## src/rtl/renas_apb_pkg.sv

```systemverilog
`default_nettype none
// ============================================================================
// Module   : renas_apb_pkg
// Purpose  : Shared types and constants for the renas AHB-lite to APB4
//            bridge: bridge FSM state encoding, AHB transfer-type, size and
//            response codes, and the APB4 byte-strobe helper.
// Ports    : none (package)
// Revision : 1.0 - initial release
// ============================================================================
package renas_apb_pkg;

  // Bridge FSM states. The 3-bit width is explicit so the encoding is stable
  // across tools.
  typedef enum logic [2:0] {
    IDLE   = 3'd0,
    SETUP  = 3'd1,
    ACCESS = 3'd2,
    DONE   = 3'd3,
    ERR1   = 3'd4,
    ERR2   = 3'd5
  } apb_state_e;

  // AHB transfer types
  localparam logic [1:0] HTRANS_IDLE   = 2'b00;
  localparam logic [1:0] HTRANS_BUSY   = 2'b01;
  localparam logic [1:0] HTRANS_NONSEQ = 2'b10;
  localparam logic [1:0] HTRANS_SEQ    = 2'b11;

  // AHB transfer sizes supported by a 32-bit bus
  localparam logic [2:0] HSIZE_BYTE = 3'b000;
  localparam logic [2:0] HSIZE_HALF = 3'b001;
  localparam logic [2:0] HSIZE_WORD = 3'b010;

  // AHB responses
  localparam logic HRESP_OKAY  = 1'b0;
  localparam logic HRESP_ERROR = 1'b1;

  // Byte lanes touched by a transfer of the given size at the given low
  // address bits. Callers only use this for transfers already known to be
  // naturally aligned.
  function automatic logic [3:0] byte_strobe(input logic [2:0] size,
                                             input logic [1:0] lsb);
    logic [3:0] strb;
    case (size)
      HSIZE_BYTE: strb = 4'b0001 << lsb;
      HSIZE_HALF: strb = 4'b0011 << lsb;
      default:    strb = 4'b1111;
    endcase
    return strb;
  endfunction

endpackage
`default_nettype wire

```

## src/rtl/renas_apb_decoder.sv

```systemverilog
`default_nettype none
// ============================================================================
// Module   : renas_apb_decoder
// Purpose  : Combinational address-phase decode for the AHB to APB bridge:
//            peripheral index range check, size/alignment legality, one-hot
//            peripheral select and APB4 write strobes.
// Ports    : sel_field  - haddr peripheral index field
//            addr_lsb   - haddr[1:0]
//            hsize      - AHB transfer size
//            hwrite     - AHB direction (1 = write)
//            legal      - transfer may be forwarded to APB
//            psel_1h    - one-hot select for the indexed peripheral
//            pstrb      - byte strobes (all zero for reads)
// Revision : 1.0 - initial release
// ============================================================================
module renas_apb_decoder
  import renas_apb_pkg::*;
#(
  parameter int unsigned NUM_SLV = 4,
  parameter int unsigned SEL_W   = 4
) (
  input  logic [SEL_W-1:0]   sel_field,
  input  logic [1:0]         addr_lsb,
  input  logic [2:0]         hsize,
  input  logic               hwrite,
  output logic               legal,
  output logic [NUM_SLV-1:0] psel_1h,
  output logic [3:0]         pstrb
);

  logic w_idx_ok;
  logic w_align_ok;

  assign w_idx_ok = (32'(sel_field) < NUM_SLV);

  // Sizes above a word cannot be carried by a 32-bit APB bus.
  always_comb begin
    w_align_ok = 1'b0;
    case (hsize)
      HSIZE_BYTE: w_align_ok = 1'b1;
      HSIZE_HALF: w_align_ok = ~addr_lsb[0];
      HSIZE_WORD: w_align_ok = (addr_lsb == 2'b00);
      default:    w_align_ok = 1'b0;
    endcase
  end

  assign legal = w_idx_ok & w_align_ok;

  // Compare at 32 bits so an index field narrower than the slave count can
  // never alias onto two select lines.
  for (genvar i = 0; i < int'(NUM_SLV); i++) begin : g_psel
    assign psel_1h[i] = w_idx_ok & (32'(sel_field) == 32'(i));
  end

  assign pstrb = hwrite ? byte_strobe(hsize, addr_lsb) : 4'b0000;

endmodule
`default_nettype wire

```

## src/rtl/renas_ahb2apb_bridge.sv

```systemverilog
`default_nettype none
// ============================================================================
// Module   : renas_ahb2apb_bridge
// Purpose  : AHB-lite slave that converts each accepted transfer into a single
//            APB4 transaction on one of NUM_SLV peripheral selects. One
//            transfer outstanding at a time, no write posting. Illegal
//            transfers and APB errors/timeouts give a two-cycle AHB ERROR.
// Ports    : hclk, hreset            - clock, async active-high reset
//            hsel/haddr/htrans/hwrite/hsize/hready - AHB address phase
//            hwdata                  - AHB write data (data phase)
//            hreadyout/hresp/hrdata  - AHB response
//            paddr/psel/penable/pwrite/pwdata/pstrb - APB4 requester
//            prdata/pready/pslverr   - per-peripheral APB4 completer returns
// Revision : 1.0 - initial release
// ============================================================================
module renas_ahb2apb_bridge
  import renas_apb_pkg::*;
#(
  parameter int unsigned ADDR_W  = 32,
  parameter int unsigned DATA_W  = 32,
  parameter int unsigned NUM_SLV = 4,
  parameter int unsigned SEL_LSB = 12,
  parameter int unsigned SEL_W   = 4,
  parameter int unsigned TIMEOUT = 255
) (
  input  logic                      hclk,
  input  logic                      hreset,
  input  logic                      hsel,
  input  logic [ADDR_W-1:0]         haddr,
  input  logic [1:0]                htrans,
  input  logic                      hwrite,
  input  logic [2:0]                hsize,
  input  logic                      hready,
  input  logic [DATA_W-1:0]         hwdata,
  output logic                      hreadyout,
  output logic                      hresp,
  output logic [DATA_W-1:0]         hrdata,
  output logic [ADDR_W-1:0]         paddr,
  output logic [NUM_SLV-1:0]        psel,
  output logic                      penable,
  output logic                      pwrite,
  output logic [DATA_W-1:0]         pwdata,
  output logic [3:0]                pstrb,
  input  logic [NUM_SLV*DATA_W-1:0] prdata,
  input  logic [NUM_SLV-1:0]        pready,
  input  logic [NUM_SLV-1:0]        pslverr
);

  localparam int unsigned    CNT_W          = 16;
  localparam logic [CNT_W-1:0] c_TIMEOUT_LAST = CNT_W'(TIMEOUT - 1);

  apb_state_e           r_state;
  apb_state_e           w_state_nxt;

  logic [ADDR_W-1:0]    r_paddr;
  logic [NUM_SLV-1:0]   r_psel;
  logic                 r_penable;
  logic                 r_pwrite;
  logic [DATA_W-1:0]    r_pwdata;
  logic [3:0]           r_pstrb;
  logic [DATA_W-1:0]    r_hrdata;
  logic [CNT_W-1:0]     r_cnt;

  logic                 w_active;
  logic                 w_accept;
  logic                 w_legal;
  logic [NUM_SLV-1:0]   w_psel_1h;
  logic [3:0]           w_pstrb;
  logic                 w_sel_ready;
  logic                 w_sel_err;
  logic                 w_timeout;
  logic [DATA_W-1:0]    w_sel_rdata;

  // --------------------------------------------------------------------------
  // Address-phase decode
  // --------------------------------------------------------------------------
  renas_apb_decoder #(
    .NUM_SLV (NUM_SLV),
    .SEL_W   (SEL_W)
  ) u_decoder (
    .sel_field (haddr[SEL_LSB +: SEL_W]),
    .addr_lsb  (haddr[1:0]),
    .hsize     (hsize),
    .hwrite    (hwrite),
    .legal     (w_legal),
    .psel_1h   (w_psel_1h),
    .pstrb     (w_pstrb)
  );

  assign w_active = (htrans == HTRANS_NONSEQ) || (htrans == HTRANS_SEQ);

  // hreadyout is high in exactly IDLE and DONE among the accepting states;
  // ERR2 also drives it high but deliberately refuses new transfers, so the
  // qualifier is expressed on state rather than on hreadyout itself.
  assign w_accept = hsel & hready & w_active &
                    ((r_state == IDLE) || (r_state == DONE));

  // Only the selected peripheral's handshake and data are observed.
  assign w_sel_ready = |(pready  & r_psel);
  assign w_sel_err   = |(pslverr & r_psel);
  assign w_timeout   = (r_cnt == c_TIMEOUT_LAST);

  always_comb begin
    w_sel_rdata = '0;
    for (int i = 0; i < int'(NUM_SLV); i++) begin
      if (r_psel[i]) begin
        w_sel_rdata = w_sel_rdata | prdata[i*DATA_W +: DATA_W];
      end
    end
  end

  // --------------------------------------------------------------------------
  // FSM: state register
  // --------------------------------------------------------------------------
  always_ff @(posedge hclk or posedge hreset) begin
    if (hreset) begin
      r_state <= IDLE;
    end else begin
      r_state <= w_state_nxt;
    end
  end

  // --------------------------------------------------------------------------
  // FSM: next state and AHB response
  // --------------------------------------------------------------------------
  always_comb begin
    w_state_nxt = r_state;
    hreadyout   = 1'b1;
    hresp       = HRESP_OKAY;
    case (r_state)
      IDLE, DONE: begin
        if (w_accept) begin
          w_state_nxt = w_legal ? SETUP : ERR1;
        end else begin
          w_state_nxt = IDLE;
        end
      end
      SETUP: begin
        hreadyout   = 1'b0;
        w_state_nxt = ACCESS;
      end
      ACCESS: begin
        hreadyout = 1'b0;
        if (w_sel_ready) begin
          w_state_nxt = w_sel_err ? ERR1 : DONE;
        end else if (w_timeout) begin
          w_state_nxt = ERR1;
        end
      end
      ERR1: begin
        hreadyout   = 1'b0;
        hresp       = HRESP_ERROR;
        w_state_nxt = ERR2;
      end
      ERR2: begin
        hresp       = HRESP_ERROR;
        w_state_nxt = IDLE;
      end
      default: begin
        w_state_nxt = IDLE;
      end
    endcase
  end

  // --------------------------------------------------------------------------
  // APB request, read data and timeout counter
  // --------------------------------------------------------------------------
  always_ff @(posedge hclk or posedge hreset) begin
    if (hreset) begin
      r_paddr   <= '0;
      r_psel    <= '0;
      r_penable <= 1'b0;
      r_pwrite  <= 1'b0;
      r_pwdata  <= '0;
      r_pstrb   <= 4'b0000;
      r_hrdata  <= '0;
      r_cnt     <= '0;
    end else begin
      case (r_state)
        IDLE, DONE: begin
          // Illegal transfers leave the APB side untouched.
          if (w_accept && w_legal) begin
            r_paddr  <= haddr;
            r_pwrite <= hwrite;
            r_pstrb  <= w_pstrb;
            r_psel   <= w_psel_1h;
          end
        end
        SETUP: begin
          r_penable <= 1'b1;
          r_pwdata  <= hwdata;
          r_cnt     <= '0;
        end
        ACCESS: begin
          if (w_sel_ready) begin
            r_psel    <= '0;
            r_penable <= 1'b0;
            r_cnt     <= '0;
            if (!w_sel_err && !r_pwrite) begin
              r_hrdata <= w_sel_rdata;
            end
          end else if (w_timeout) begin
            r_psel    <= '0;
            r_penable <= 1'b0;
            r_cnt     <= '0;
          end else begin
            r_cnt <= r_cnt + 16'd1;
          end
        end
        default: begin
        end
      endcase
    end
  end

  // hwdata only becomes valid in the AHB data phase, which coincides with
  // SETUP, so pwdata passes it straight through there and is held from the
  // registered copy afterwards.
  assign pwdata  = (r_state == SETUP) ? hwdata : r_pwdata;
  assign paddr   = r_paddr;
  assign psel    = r_psel;
  assign penable = r_penable;
  assign pwrite  = r_pwrite;
  assign pstrb   = r_pstrb;
  assign hrdata  = r_hrdata;

endmodule
`default_nettype wire

```

## config.mk

```make
export PLATFORM = sky130hd
export DESIGN_NAME = renas_ahb2apb_bridge
export DESIGN_NICKNAME = d
export VERILOG_FILES = /design/src/rtl/renas_apb_pkg.sv /design/src/rtl/renas_apb_decoder.sv /design/src/rtl/renas_ahb2apb_bridge.sv
export SDC_FILE = /design/constraint.sdc
export NUM_CORES = 1
export LEC_CHECK = 0
export BUFFER_PORTS_ARGS = -buffer_cell sky130_fd_sc_hd__buf_4
export CORE_MARGIN = 4
export CORE_UTILIZATION = 45
export DETAILED_ROUTE_END_ITERATION = 8
export GPL_TIMING_DRIVEN = 0
export HOLD_SLACK_MARGIN = 0.15
export PLACE_DENSITY = 0.91
export SYNTH_ARGS = -nofsm -noshare
export SYNTH_HDL_FRONTEND = slang
export SYNTH_SLANG_ARGS = --single-unit
```

## constraint.sdc

```tcl
create_clock -name hclk -period 12.3 [get_ports hclk]
set_clock_uncertainty 0.15 [all_clocks]
set_input_delay 1.845 -clock hclk [delete_from_list [all_inputs] [get_ports hclk]]
set_output_delay 1.845 -clock hclk [all_outputs]
set_load 0.005 [all_outputs]
```

### After elaboration in Yosys (flattened, before gate mapping)

Index checks and enable logic that the tools add are counted.

| word-level totals | value |
|---|---|
| input port bits | 210 |
| output and inout port bits | 108 |
| flip-flop bits (word level) | 125 |
| logic and storage cells | 89 |

| cells by class | value |
|---|---|
| magnitude comparators | 1 |
| bitwise gates (word level) | 14 |
| add/subtract/negate cells | 1 |
| multiplexer cells | 26 |
| shift-type cells | 2 |
| equal/unequal tests | 15 |
| reductions and logical operators | 21 |

Operators with widths:

| operator | count |
|---|---|
| two-way mux 32 bit | 5 |
| OR 32 bit | 3 |
| two-way mux 16 bit | 2 |
| one-hot mux 16 bit (2 select lines) | 1 |
| adder 16 x 1 -> 16 bit (second input constant) | 1 |
| == test 16 x 8 -> 1 bit (second input constant) | 1 |
| two-way mux 4 bit | 4 |
| one-hot mux 4 bit (2 select lines) | 2 |
| two-way mux 3 bit | 5 |
| one-hot mux 3 bit (4 select lines) | 1 |
| == test 3 x 2 -> 1 bit (second input constant) | 3 |
| AND 1 bit | 8 |
| AND 4 bit | 2 |
| == test 4 x 2 -> 1 bit (second input constant) | 2 |
| OR reduction 4 bit | 2 |
| == test 3 x 1 -> 1 bit (second input constant) | 2 |
| == test 3 bit (second input constant) | 2 |
| zero test 3 bit | 2 |
| AND reduction 3 bit | 2 |
| == test 2 bit (second input constant) | 2 |
| == test 4 x 1 -> 1 bit (second input constant) | 1 |
| zero test 4 bit | 1 |
| < comparator 4 x 3 -> 1 bit (second input constant) | 1 |
| two-way mux 1 bit | 4 |
| other kinds (15) | 21 |

### Depth between registers and ports, before layout

Gate-level depths: netlist of run 1.

| depth | value |
|---|---|
| depth in word-level cells | 7 |
| gate-level depth with buffers | 8 |
| gate-level depth less buffers | 6 |

### Hierarchy

From an unflattened synthesis of run 1, not the netlist that was laid out.

| unflattened totals | value |
|---|---|
| cells, all modules | 503 |
| area total of the unflattened synthesis | 6034.5 um2 |

By module, submodules not included:

| module | sequential area each (um2) | instances | area an instance (um2) | cells an instance |
|---|---|---|---|---|
| renas_ahb2apb_bridge | 3128.0 | 1 | 5910.7 | 484 |
| renas_apb_decoder | 0.0 | 1 | 123.9 | 19 |

### Worst setup path after synthesis of run 1

No wires, ideal clock.

| timing | value |
|---|---|
| path kind | input -> output |
| from | input port hwdata[0] |
| to | output port pwdata[0] |
| setup slack | 8.197 ns |
| required time | 10.305 ns |
| path buffers | 0 |
| stages on the path | 1 |
| arrival | 2.108 ns |
| path through | mux2_2 |

| on the way | value |
|---|---|
| longest elaborated chain between the ends | 1 |

Ends and longest elaborated chain:

| what | line | text |
|---|---|---|
| start: declaration | renas_ahb2apb_bridge.sv:34 | `input logic [DATA_W-1:0] hwdata,` |
| two-way mux 32 bit | renas_ahb2apb_bridge.sv:219 | `assign pwdata = (r_state == SETUP) ? hwdata : r_pwdata;` |
| end: declaration | renas_ahb2apb_bridge.sv:42 | `output logic [DATA_W-1:0] pwdata,` |

Every way passes these cells.

### Worst setup path in the final report of run 1

| timing | value |
|---|---|
| from | input port hwdata[5] |
| to | output port pwdata[5] |

The elaborated chain is that of the path after synthesis.

==> metrics.cfg, run 1 <==
[global_routing]
grt_max_degree=65
grt_overflow=0
grt_pass1_wl_um=30550
antenna_found_initial=0
grt_pass1_vias=5750
grt_util_all_layers_pct=26.76

[finish]
antenna_cells=0
final_common_cell=buf_4
layout_common_cells=buf_4, dfrtp_1, a22oi_1
n_fill_cell=950
seqCellArea_um2=3128
layout-drive-gt1-share_pct=51.78
fin_area_um2=9183
syn_to_final_growth_pct=53.15
final_nets=1041
multiInputGateArea_um2=2658

[floorplan]
core_area_um2=12820
dieArea_um2=15240
die_h_um=123.4
die_w_um=123.4
start_util_pct=46.75
io_pins=318
rows=41

[cts]
root_buffer=clkbuf_16
cts.repair.resized=0
clk_latency_ns=0.41
cts_setup_buffers=0
cts_tree=built
cts_max_level=4
clkTransAtPathRegs_ns=0.05
cts_buffer_depth=2
cts_hold_buf=0
cts_made_buffers=17
clock_sinks=125

[route]
avgViaCountPerCell=5.563
routed_wl_um=20680
firstDrtPassIters=5
drc=0
dr_total_vias=5641
drt-initial-drc-count=372
ant_nets=0
wl_per_cell_um=20.39

[sta]
min_period_ns=4.373
rsz0062_at_grt=no
tns_ns=0
slew_violations=0
final-hold-violation-count=0
max_freq_mhz=228.7
max_slew.worst_pin.slew_ns=0.6572
fin_crit_sh_pct=35.56
final-setup-viol-count=0
maxSlewHeadroom_pct=56.19

[power_and_ir_drop]
p_leak_nw=4.876
peakVddDrop_uv=90.14
p_per_area_nw_per_um2=103.9

[logic_synthesis]
yosys_warnings=0
syn-num-nets=705
synthArstFlopShare_pct=100.0
yosys_register_bits=125
synthCells=493
synth-seq-area-share_pct=52.17
ys.flop_type=dfrtp_1
synth_area_um2=5996
ys_types=62
avgSynthCellArea_um2=12.16
synth-edff-count=0

[critical_path]
r2r_slack_ns=9.85
arrival_ns=2.38
critPathCaptureType=output port
crit_fanout=2
startpoint_type=primary input
critPathKind=primary input to output port
critical_path_required_ns=10.30

[status]
outcome=complete, no violations

[placed_design]
io_buffers=316
dpl.hpwl_um=16150
place_congestion=0.8708
placed_cell_area_um2=8616

[worst_hold_path]
hold_path.class=register to register

[run]
cap_viol_max_count=0

## cells in the mapped netlist (3+ instances only)
| library cell | count | area share [%] |
|---|---|---|
| o32ai_1 | 4 | 0.58 |
| a211oi_1 | 5 | 0.63 |
| nor3b_1 | 3 | 0.38 |
| buf_6 | 6 | 1.1 |
| buf_2 | 9 | 0.75 |
| a22oi_1 | 68 | 8.5 |
| dfrtp_1 | 125 | 52 |
| inv_1 | 8 | 0.50 |
| nor4b_1 | 3 | 0.44 |
| mux2_2 | 57 | 11 |
| xnor2_1 | 3 | 0.44 |
| clkbuf_1 | 17 | 1.1 |
| xor2_1 | 4 | 0.58 |
| or3_1 | 3 | 0.31 |
| nand4_1 | 4 | 0.42 |
| nand2_1 | 41 | 2.6 |
| mux2_1 | 38 | 7.1 |
| nand2b_1 | 5 | 0.52 |
| o21ai_0 | 19 | 1.6 |
| nor2b_1 | 3 | 0.31 |
| nor3_1 | 11 | 0.92 |
| nor2_1 | 4 | 0.25 |
## flip-flops by register name, summed over array words and instances, names as in the netlist
signal / cells
paddr: 32
r_state: 3
hrdata: 32
penable: 1
pwrite: 1
r_pwdata: 32
psel: 4
pstrb: 4
r_cnt: 16
## cell type report
| cell class | count | share of cell area, % |
|---|---|---|
| clock buffers | 26 | 5.546 |
| well taps | 172 | 2.344 |
| flip-flops and latches | 125 | 34.06 |
| multi-input cells | 327 | 28.94 |
| repair buffers | 317 | 26.13 |
| plain buffers | 32 | 1.921 |
| clock inverters | 6 | 0.6268 |
| inverters | 9 | 0.4224 |
## per-layer routing
metal | routed length, um | vias up | track usage [%]
li1 | - | 2522 | -
met1 | 7558 | 2748 | 30.01
met2 | 10350 | 312 | 45.06
met3 | 2104 | 59 | 10.20
met4 | 667 | 0 | 12.39
met5 | 0 | - | 0
## cells by family (layout without fill, tap and decap cells)
kind of cell	Yosys count	after routing	synth area share (%)
buf+inv	41	390	3.506
compound gates	117	117	14.19
simple gates	101	101	9.641
fa+ha+maj	2	2	0.4173
xor+xnor	9	9	1.565
flops	125	125	52.17
mux	98	98	18.51
## report_power, final
part	switching, mW	internal [mW]	total [mW]	leakage, nW
logic	0.0224	0.0436	0.0660	2.88
registers	0	0.412	0.412	1.72
clock network	0.173	0.303	0.476	0.280
## critical path, cell delays in order
cell and delay (ns):
buf_4 0.11, mux2_2 0.28, buf_4 0.14
## final timing paths
check	start	to	depth (start not counted)
setup / recovery	hwdata[5]	pwdata[5]	3
setup reg to reg	r_state[1]$_DFFE_PP0P_	hrdata[16]$_DFFE_PP0P_	6
min in group asynchronous	hreset	r_pwdata[22]$_DFF_PP0_	2
max in group asynchronous	hreset	hrdata[6]$_DFFE_PP0P_	3
hold / removal	paddr[15]$_DFFE_PP0P_	paddr[15]$_DFFE_PP0P_	1
hold reg to reg	paddr[15]$_DFFE_PP0P_	paddr[15]$_DFFE_PP0P_	1
## metrics by stage
stage	util (%)	instances	setup WS [ns]	hold WS [ns]	total power, mW
2_1_floorplan	-	493	6.977	0.3282	0.4272
3_3_place_gp	66.93	981	5.595	0.3180	0.4816
3_5_place_dp	67.18	982	7.929	0.3260	0.4845
4_1_cts	71.60	1014	7.927	0.3379	0.9610
5_1_grt	71.60	1014	7.848	0.3559	0.9858
6_report	71.60	1014	7.927	0.3365	0.9537
Power figures use the tool's default switching activity.
==> run 2, diff against run 1 <==
Settings changed: CORE_UTILIZATION 45 to 41, PLACE_DENSITY 0.91 to 0.88.
Clock period 12.3 ns to 3.8 ns, I/O delays scaled along.
==> metrics.cfg, run 2 (synthesized netlist as in run 1, its figures left out) <==
[finish]
syn_to_final_growth_pct=54.99
n_fill_cell=1092
antenna_cells=0
final_nets=1044
layout_common_cells=buf_4, dfrtp_1, a22oi_1
final_common_cell=buf_4
layout-drive-gt1-share_pct=52.31
final_util_pct=65.92

[cts]
cts_buffer_depth=2
cts_tree=built
clkTransAtPathRegs_ns=0.06
cts.repair.resized=0
cts_max_level=4
clock_sinks=125
cts_hold_buf=1
root_buffer=clkbuf_16
cts_setup_buffers=0
clk_latency_ns=0.41
cts_made_buffers=17

[sta]
rsz0062_at_grt=no
max_freq_mhz=316.8
maxSlewHeadroom_pct=53.96
min_period_ns=3.156
final-setup-viol-count=0
max_slew.worst_pin.slew_ns=0.6906
fin_crit_sh_pct=83.06
slew_violations=0
final-hold-violation-count=0
tns_ns=0

[global_routing]
grt_util_all_layers_pct=24.02
antenna_found_initial=0
grt_overflow=0
grt_pass1_vias=5777
grt_max_degree=43
grt_pass1_wl_um=30840

[critical_path]
critPathKind=register to output port
startpoint_type=register
arrival_ns=2.44
r2r_cells=6
crit_fanout=10
critical_path_required_ns=3.08
critPathCaptureType=output port

[route]
drc=0
dr_total_vias=5512
routed_wl_um=20500
drt-initial-drc-count=438
dr_wl_met2_um=10420
wl_met1_um=7793
avgViaCountPerCell=5.378
ant_nets=0
met3_length_um=1809
wl_per_cell_um=20.00
firstDrtPassIters=5
highest_layer=met4

[power_and_ir_drop]
combPwrFrac_pct=6.6
p_int_mw=2.563
seqPwrFrac_pct=41.1
p_total_mw=3.243
p_leak_nw=4.902
peakVddDrop_uv=335.6
p_sw_uw=679.9
netSwitchingFraction_pct=20.96
p_clk_share_pct=52.3
p_per_area_nw_per_um2=349.0

[placed_design]
dpl.hpwl_um=16070
place_congestion=0.9306
io_buffers=316

[floorplan]
dieArea_um2=16620
start_util_pct=42.54
io_pins=318
die_h_um=128.9
die_w_um=128.9
rows=43
core_area_um2=14100

[worst_hold_path]
hold_path.class=primary input to register
hold_depth=2

[run]
cap_viol_max_count=0

[status]
outcome=complete, no violations

run 2: changes by cell type in the layout (fill, tap and decap cells not counted), sizes merged:
cell	previous run	this run
clkinvlp	1	6
buf	332	334
inv	9	10
dlygate4sd3	0	1
clkbuf	43	37
clkinv	4	2
bufinv	1	3
run 2: power by group through the flow:
stage / sequential, mW / clock (mW) / combinational (mW)
after global placement: 1.36 / 0 / 0.204
after detailed placement: 1.36 / 0 / 0.215
after CTS: 1.33 / 1.72 / 0.217
after global routing: 1.33 / 1.78 / 0.234
final: 1.33 / 1.70 / 0.215
after floorplan: 1.36 / 0 / 0.0273
run 2: per-stage QoR:
step / setup WS [ns] / std cells / hold WS, ns / area (um^2)
4_1_cts: 0.6057 / 1025 / 0.2129 / 9293
6_report: 0.6437 / 1025 / 0.2265 / 9293
3_3_place_gp: 0.6823 / 989 / 0.3190 / 8597
5_1_grt: 0.5121 / 1025 / 0.2184 / 9293
3_5_place_dp: 1.063 / 992 / 0.3260 / 8657
2_1_floorplan: 1.541 / 493 / 0.3282 / 6000
run 2: worst paths after layout:
kind | from | endpoint | slack (ns)
max reg2reg | r_state[1]$_DFFE_PP0P_ | hrdata[7]$_DFFE_PP0P_ | 1.29
min | haddr[29] | paddr[29]$_DFFE_PP0P_ | 0.23
min reg2reg | hrdata[18]$_DFFE_PP0P_ | hrdata[18]$_DFFE_PP0P_ | 0.33
min in group asynchronous | hreset | paddr[7]$_DFFE_PP0P_ | 0.65
max | r_state[0]$_DFFE_PP0P_ | pwdata[28] | 0.64
max in group asynchronous | hreset | r_cnt[11]$_DFFE_PP0P_ | 2.25
run 2: critical path: stages, from the launching register on:
cell,delay [ns]
dfrtp_1,0.33
buf_6,0.14
inv_2,0.09
nor3_4,0.55
buf_2,0.38
mux2_2,0.39
buf_4,0.14
run 2: layout make-up:
class | count | area (um^2) | area share, %
Buffer | 32 | 176.4 | 1.898
Sequential cell | 125 | 3128 | 33.66
Clock inverter | 12 | 158.9 | 1.710
Multi-Input combinational cell | 327 | 2658 | 28.60
Inverter | 9 | 37.54 | 0.4039
Tap cell | 180 | 225.2 | 2.424
Clock buffer | 20 | 466.7 | 5.022
Timing Repair Buffer | 320 | 2442 | 26.28
run 2: metal layers:
metal  up-vias  GRT usage (%)
li1       2527              -
met1      2664          28.99
met2       282          41.01
met3        39          7.181
met4         0          8.215
met5         -              0
